File: config.mk
export PLATFORM = sky130hd
export DESIGN_NAME = dotprod_vec_loader
export DESIGN_NICKNAME = d
export VERILOG_FILES = /design/src/rtl/dotprod_vec_loader.sv
export SDC_FILE = /design/constraint.sdc
export NUM_CORES = 1
export LEC_CHECK = 0
export ABC_AREA = 1
export CAP_MARGIN = 20
export CORE_MARGIN = 4
export CORE_UTILIZATION = 40
export CTS_CLUSTER_SIZE = 40
export DETAILED_ROUTE_END_ITERATION = 10
export HOLD_SLACK_MARGIN = 0.05
export PLACE_DENSITY = 0.84
export SYNTH_ARGS = -nofsm -noshare
export SYNTH_HDL_FRONTEND = slang
export SYNTH_SLANG_ARGS = --single-unit
File: constraint.sdc
create_clock -name clk -period 2.8 [get_ports clk]
set_input_delay 0.28 -clock clk [delete_from_list [all_inputs] [get_ports clk]]
set_output_delay 0.28 -clock clk [all_outputs]
set_load 0.02 [all_outputs]
File: src/rtl/dotprod_vec_loader.sv
// Stream-to-SRAM loader for the dotprod kernel: fills SRAM A then SRAM B with n words each,
// kicks the kernel and reports done. Define LOADER_CHECKSUM_EN to add the running-sum checksum port.
module dotprod_vec_loader #(
  parameter int DATA_W = 32,
  parameter int ADDR_W = 5,
  parameter int DEPTH  = 32
) (
  input  logic              clk,
  input  logic              rst_,
  input  logic              start,
  input  logic [31:0]       n,
  input  logic              s_valid,
  output logic              s_ready,
  input  logic [DATA_W-1:0] s_data,
  output logic [ADDR_W-1:0] addr_a,
  output logic [ADDR_W-1:0] addr_b,
  output logic [DATA_W-1:0] din_a,
  output logic [DATA_W-1:0] din_b,
  output logic              ena_a,
  output logic              ena_b,
  output logic              wea_a,
  output logic              wea_b,
  output logic              kern_start,
  input  logic              kern_finish,
  output logic              busy,
  output logic              done,
  output logic              err
`ifdef LOADER_CHECKSUM_EN
  , output logic [DATA_W-1:0] checksum
`endif
);

  typedef enum logic [2:0] {
    S_IDLE   = 3'd0,
    S_LOAD_A = 3'd1,
    S_LOAD_B = 3'd2,
    S_KICK   = 3'd3,
    S_WAIT   = 3'd4
  } state_t;

  localparam logic [ADDR_W:0] CNT_ONE = (ADDR_W+1)'(1);

  state_t              state_q, state_d;
  logic [ADDR_W:0]     cnt_q, cnt_d;
  logic [ADDR_W:0]     n_q, n_d;
  logic                wr_a_q, wr_a_d, wr_b_q, wr_b_d;
  logic [ADDR_W-1:0]   addr_a_q, addr_a_d, addr_b_q, addr_b_d;
  logic [DATA_W-1:0]   din_a_q, din_a_d, din_b_q, din_b_d;
  logic                kick_q, kick_d, done_q, done_d, err_q, err_d;
  logic                n_ok_s, last_s, hs_s, accept_s;

  assign n_ok_s   = (n != 32'd0) && (n <= 32'(DEPTH));
  assign last_s   = ((cnt_q + CNT_ONE) == n_q);
  assign s_ready  = (state_q == S_LOAD_A) || (state_q == S_LOAD_B);
  assign busy     = (state_q != S_IDLE);
  assign hs_s     = s_ready && s_valid;
  assign accept_s = (state_q == S_IDLE) && start && n_ok_s;

  // Next-state, counter and SRAM write-port logic.
  always_comb begin
    state_d  = state_q;
    cnt_d    = cnt_q;
    n_d      = n_q;
    wr_a_d   = 1'b0;
    wr_b_d   = 1'b0;
    addr_a_d = addr_a_q;
    addr_b_d = addr_b_q;
    din_a_d  = din_a_q;
    din_b_d  = din_b_q;
    kick_d   = 1'b0;
    done_d   = 1'b0;
    err_d    = 1'b0;
    case (state_q)
      S_IDLE: begin
        if (start) begin
          if (n_ok_s) begin
            n_d     = n[ADDR_W:0];
            cnt_d   = '0;
            state_d = S_LOAD_A;
          end else begin
            err_d = 1'b1;
          end
        end else begin
          state_d = S_IDLE;
        end
      end
      S_LOAD_A: begin
        if (s_valid) begin
          wr_a_d   = 1'b1;
          addr_a_d = cnt_q[ADDR_W-1:0];
          din_a_d  = s_data;
          if (last_s) begin
            cnt_d   = '0;
            state_d = S_LOAD_B;
          end else begin
            cnt_d = cnt_q + CNT_ONE;
          end
        end else begin
          cnt_d = cnt_q;
        end
      end
      S_LOAD_B: begin
        if (s_valid) begin
          wr_b_d   = 1'b1;
          addr_b_d = cnt_q[ADDR_W-1:0];
          din_b_d  = s_data;
          if (last_s) begin
            cnt_d   = '0;
            state_d = S_KICK;
          end else begin
            cnt_d = cnt_q + CNT_ONE;
          end
        end else begin
          cnt_d = cnt_q;
        end
      end
      // kern_start lands one cycle later, i.e. right after the last B write is visible.
      S_KICK: begin
        kick_d  = 1'b1;
        state_d = S_WAIT;
      end
      S_WAIT: begin
        if (kern_finish) begin
          done_d  = 1'b1;
          state_d = S_IDLE;
        end else begin
          state_d = S_WAIT;
        end
      end
      default: begin
        state_d = S_IDLE;
      end
    endcase
  end

  // State and registered-output flops.
  always_ff @(posedge clk or posedge rst_) begin
    if (rst_) begin
      state_q  <= S_IDLE;
      cnt_q    <= '0;
      n_q      <= '0;
      wr_a_q   <= 1'b0;
      wr_b_q   <= 1'b0;
      addr_a_q <= '0;
      addr_b_q <= '0;
      din_a_q  <= '0;
      din_b_q  <= '0;
      kick_q   <= 1'b0;
      done_q   <= 1'b0;
      err_q    <= 1'b0;
    end else begin
      state_q  <= state_d;
      cnt_q    <= cnt_d;
      n_q      <= n_d;
      wr_a_q   <= wr_a_d;
      wr_b_q   <= wr_b_d;
      addr_a_q <= addr_a_d;
      addr_b_q <= addr_b_d;
      din_a_q  <= din_a_d;
      din_b_q  <= din_b_d;
      kick_q   <= kick_d;
      done_q   <= done_d;
      err_q    <= err_d;
    end
  end

  assign addr_a     = addr_a_q;
  assign addr_b     = addr_b_q;
  assign din_a      = din_a_q;
  assign din_b      = din_b_q;
  assign ena_a      = wr_a_q;
  assign wea_a      = wr_a_q;
  assign ena_b      = wr_b_q;
  assign wea_b      = wr_b_q;
  assign kern_start = kick_q;
  assign done       = done_q;
  assign err        = err_q;

`ifdef LOADER_CHECKSUM_EN
  logic [DATA_W-1:0] sum_q, sum_d;

  // Running sum of accepted words, restarted by every accepted start.
  always_comb begin
    sum_d = sum_q;
    if (accept_s) begin
      sum_d = '0;
    end else if (hs_s) begin
      sum_d = sum_q + s_data;
    end else begin
      sum_d = sum_q;
    end
  end

  // Checksum register.
  always_ff @(posedge clk or posedge rst_) begin
    if (rst_) begin
      sum_q <= '0;
    end else begin
      sum_q <= sum_d;
    end
  end

  assign checksum = sum_q;
`endif

endmodule
==> flow_metrics.env <==
export IMPL_drv_cap=0
export IMPL_rsz0062_at_grt="no"
export IMPL_grt_pass1_vias=3143
export IMPL_synth_xor_area_frac=0
export IMPL_startpoint_type="register"
export IMPL_cts_clk_slew_worst_paths_ns=0.10
export IMPL_antenna_found_initial=0
export IMPL_crit_start="state_q[1]$_DFFE_PP0P_"
export IMPL_grt_pass1_wl_um=14800
export IMPL_timing_rr_end="din_a[19]$_DFFE_PP0P_"
export IMPL_multi_input_area_um2=1490
export IMPL_final_nets=569
export IMPL_cts_hold_buf=0
export IMPL_synthCells=346
export IMPL_drtIter0Drc=100
export IMPL_yosysSeqAreaShare=0.583
export IMPL_num_vias=3045
export IMPL_wl_per_cell_um=14.7
export IMPL_finalWorstSetupSlack_ns=0.587
export IMPL_final_common_cell="clkdlybuf4s50_1"
export IMPL_finalSetupViolCount=0
export IMPL_htreeDepth=3
export IMPL_route_detailed_drc=0
export IMPL_fin_crit_ns=2.21
export IMPL_synth_fa_ha_area_frac=0.00310
export IMPL_synth_distinct_cells=27
export IMPL_power_leakage_nw=2.50
export IMPL_worstPathArrival_ns=1.93
export IMPL_yosysWarnings=0
export IMPL_seqCellArea_um2=2350
export IMPL_synth_mux_area_frac=0.184
export IMPL_syn_area_um2=4030
export IMPL_critPathCaptureType="output pin"
export IMPL_cts_tree="yes"
export IMPL_fp_row_count=36
export IMPL_wl_um=9340
export IMPL_fin_hold_ws_ns=0.394
export IMPL_avgSynthCellArea_um2=11.7
export IMPL_synth_compound_area_frac=0.0369
export IMPL_firstDrtPassIters=5
export IMPL_slew_headroom=0.437
export IMPL_holdCritPathClass="in -> async"
export IMPL_core_area_um2=9770
export IMPL_fmax_mhz=452
export IMPL_initial_core_util=0.412
export IMPL_io_pin_count=152
export IMPL_outcome="finished clean"
export IMPL_antenna_left=0
export IMPL_place_congestion=0.802
export IMPL_die_y_um=108
export IMPL_numCtsBuffers=9
export IMPL_fin_crit_sh=0.790
export IMPL_required_ns=2.52
export IMPL_cts_setup_buffers=0
export IMPL_cts_resized=0
export IMPL_r2r_cells=5
export IMPL_reg2reg_slack_ns=0.98
export IMPL_grt_remaining_overflow=0
export IMPL_cp_max_fo=9
export IMPL_viasPerCell=4.78
export IMPL_hold_violations=0
export IMPL_layout_drive_gt1_share=0.204
export IMPL_layout_common_cells="clkdlybuf4s50_1, dfrtp_1, mux2_2"
export IMPL_track_usage=0.161
export IMPL_synth_fp_nets=416
export IMPL_cts_sinks=94
export IMPL_synth_seq_cells=94
export IMPL_fillCellCount=779
export IMPL_r2r_start="state_q[1]$_DFFE_PP0P_"
export IMPL_die_x_um=108
export IMPL_ir_drop_mv=0.640
export IMPL_insertion_delay_ns=0.35
export IMPL_fin_tns_setup_ns=0
export IMPL_antenna_cells=0
export IMPL_fp_dieArea_um2=11700
export IMPL_place_ws_ns=0.821
export IMPL_crit_type="reg -> out"
export IMPL_synth_top_family_by_area="multiplexers"
export IMPL_tightestPinTransition_ns=0.844
export IMPL_clk_path_buf_depth=2
export IMPL_dp_hpwl_um=7220
export IMPL_crit_path_end="s_ready"
export IMPL_port_buffers=151
export IMPL_power_density_nw_per_um2=1100
export IMPL_syn2layout_area_growth_pct=45.9
export IMPL_skew_ns=0.00777
export IMPL_cts_root_buf="clkbuf_8"
export IMPL_drv_slew=0
export IMPL_synth_simple_gate_area_share=0.143
export IMPL_grt_max_degree=50
[metal layers]
| layer | share of wire | vias up | GRT usage |
|---|---|---|---|
| met1 | 0.42 | 1448 | 0.195 |
| li1 | - | 1455 | - |
| met5 | 0 | - | 0 |
| met3 | 0.071 | 19 | 0.0358 |
| met2 | 0.49 | 123 | 0.274 |
| met4 | 0.025 | 0 | 0.0757 |
[cells by family (layout without fill, tap and decap cells)]
family,count (synthesis),after routing
adder cells (fa/ha/maj),1,1
flip-flops,94,94
buffers and inverters,41,199
AO/OA/AOI/OAI,24,24
multiplexers,66,66
AND/OR/NAND/NOR,120,120
[registers in the layout, indices dropped and copies added (netlist names)]
register / count
addr_a: 5
addr_b: 5
cnt_q: 6
din_a: 32
din_b: 32
done: 1
ena_a: 1
ena_b: 1
err: 1
kern_start: 1
n_q: 6
state_q: 3
[synth_stat cells]
cell	count	area share
or2_0	1	0.0016
nand2_1	53	0.049
nor2_2	3	0.0047
buf_4	9	0.017
a21oi_1	6	0.0074
nand2_4	3	0.0084
nand4_1	5	0.0078
o21a_1	4	0.0074
nor2_1	25	0.023
inv_1	23	0.021
nor2_4	3	0.0084
nand2_2	4	0.0062
nand3_4	1	0.0043
o21ai_2	5	0.011
o21ai_0	7	0.0087
inv_2	6	0.0056
and2_0	1	0.0016
dfrtp_1	94	0.58
ha_1	1	0.0031
buf_2	2	0.0025
nand3_1	19	0.024
buf_6	1	0.0028
o21ai_1	2	0.0025
nor4_1	1	0.0016
mux2_2	57	0.16
mux2_1	9	0.025
nand3_2	1	0.0025
[per-stage QoR]
stage	instance area (um^2)	cells	util	power, mW
after global routing	5880	637	0.602	6.86
after detailed placement	5690	621	0.582	5.66
after CTS	5880	637	0.602	6.57
after global placement	5690	621	0.582	5.55
final	5880	637	0.602	6.47
after floorplan	4030	346	-	4.09
[power breakdown]
group          leakage, nW  switching, mW  internal [mW]
logic                 1.26           1.61           1.68
clock network        0.101          0.478          0.418
registers             1.13          0.342           1.95
[layout make-up]
cell class,instances,share of cell area
multi-input combinational,211,0.253
clock inverter,7,0.0123
clock buffer,9,0.0211
tap,133,0.0283
inverter,29,0.0187
sequential,94,0.400
timing repair buffer,154,0.267
[worst max-delay path: stages, from the launching register on]
cell and delay [ns]:
dfrtp_1 0.42, inv_2 0.11, nand3_1 0.20, nand2_4 0.20
clkdlybuf4s50_1 0.64
[worst min-delay path by stage]
stage | slack, ns | cells after the start | end
floorplan | 0.40 | 2 | n_q[0]$_DFFE_PP0P_
global placement | 0.47 | 1 | din_b[0]$_DFFE_PP0P_
detailed placement | 0.48 | 1 | addr_a[4]$_DFFE_PP0P_
CTS | 0.40 | 2 | din_b[8]$_DFFE_PP0P_
global route | 0.45 | 2 | din_b[8]$_DFFE_PP0P_
finish | 0.39 | 2 | din_b[8]$_DFFE_PP0P_
(Power assumes the default switching activity.)
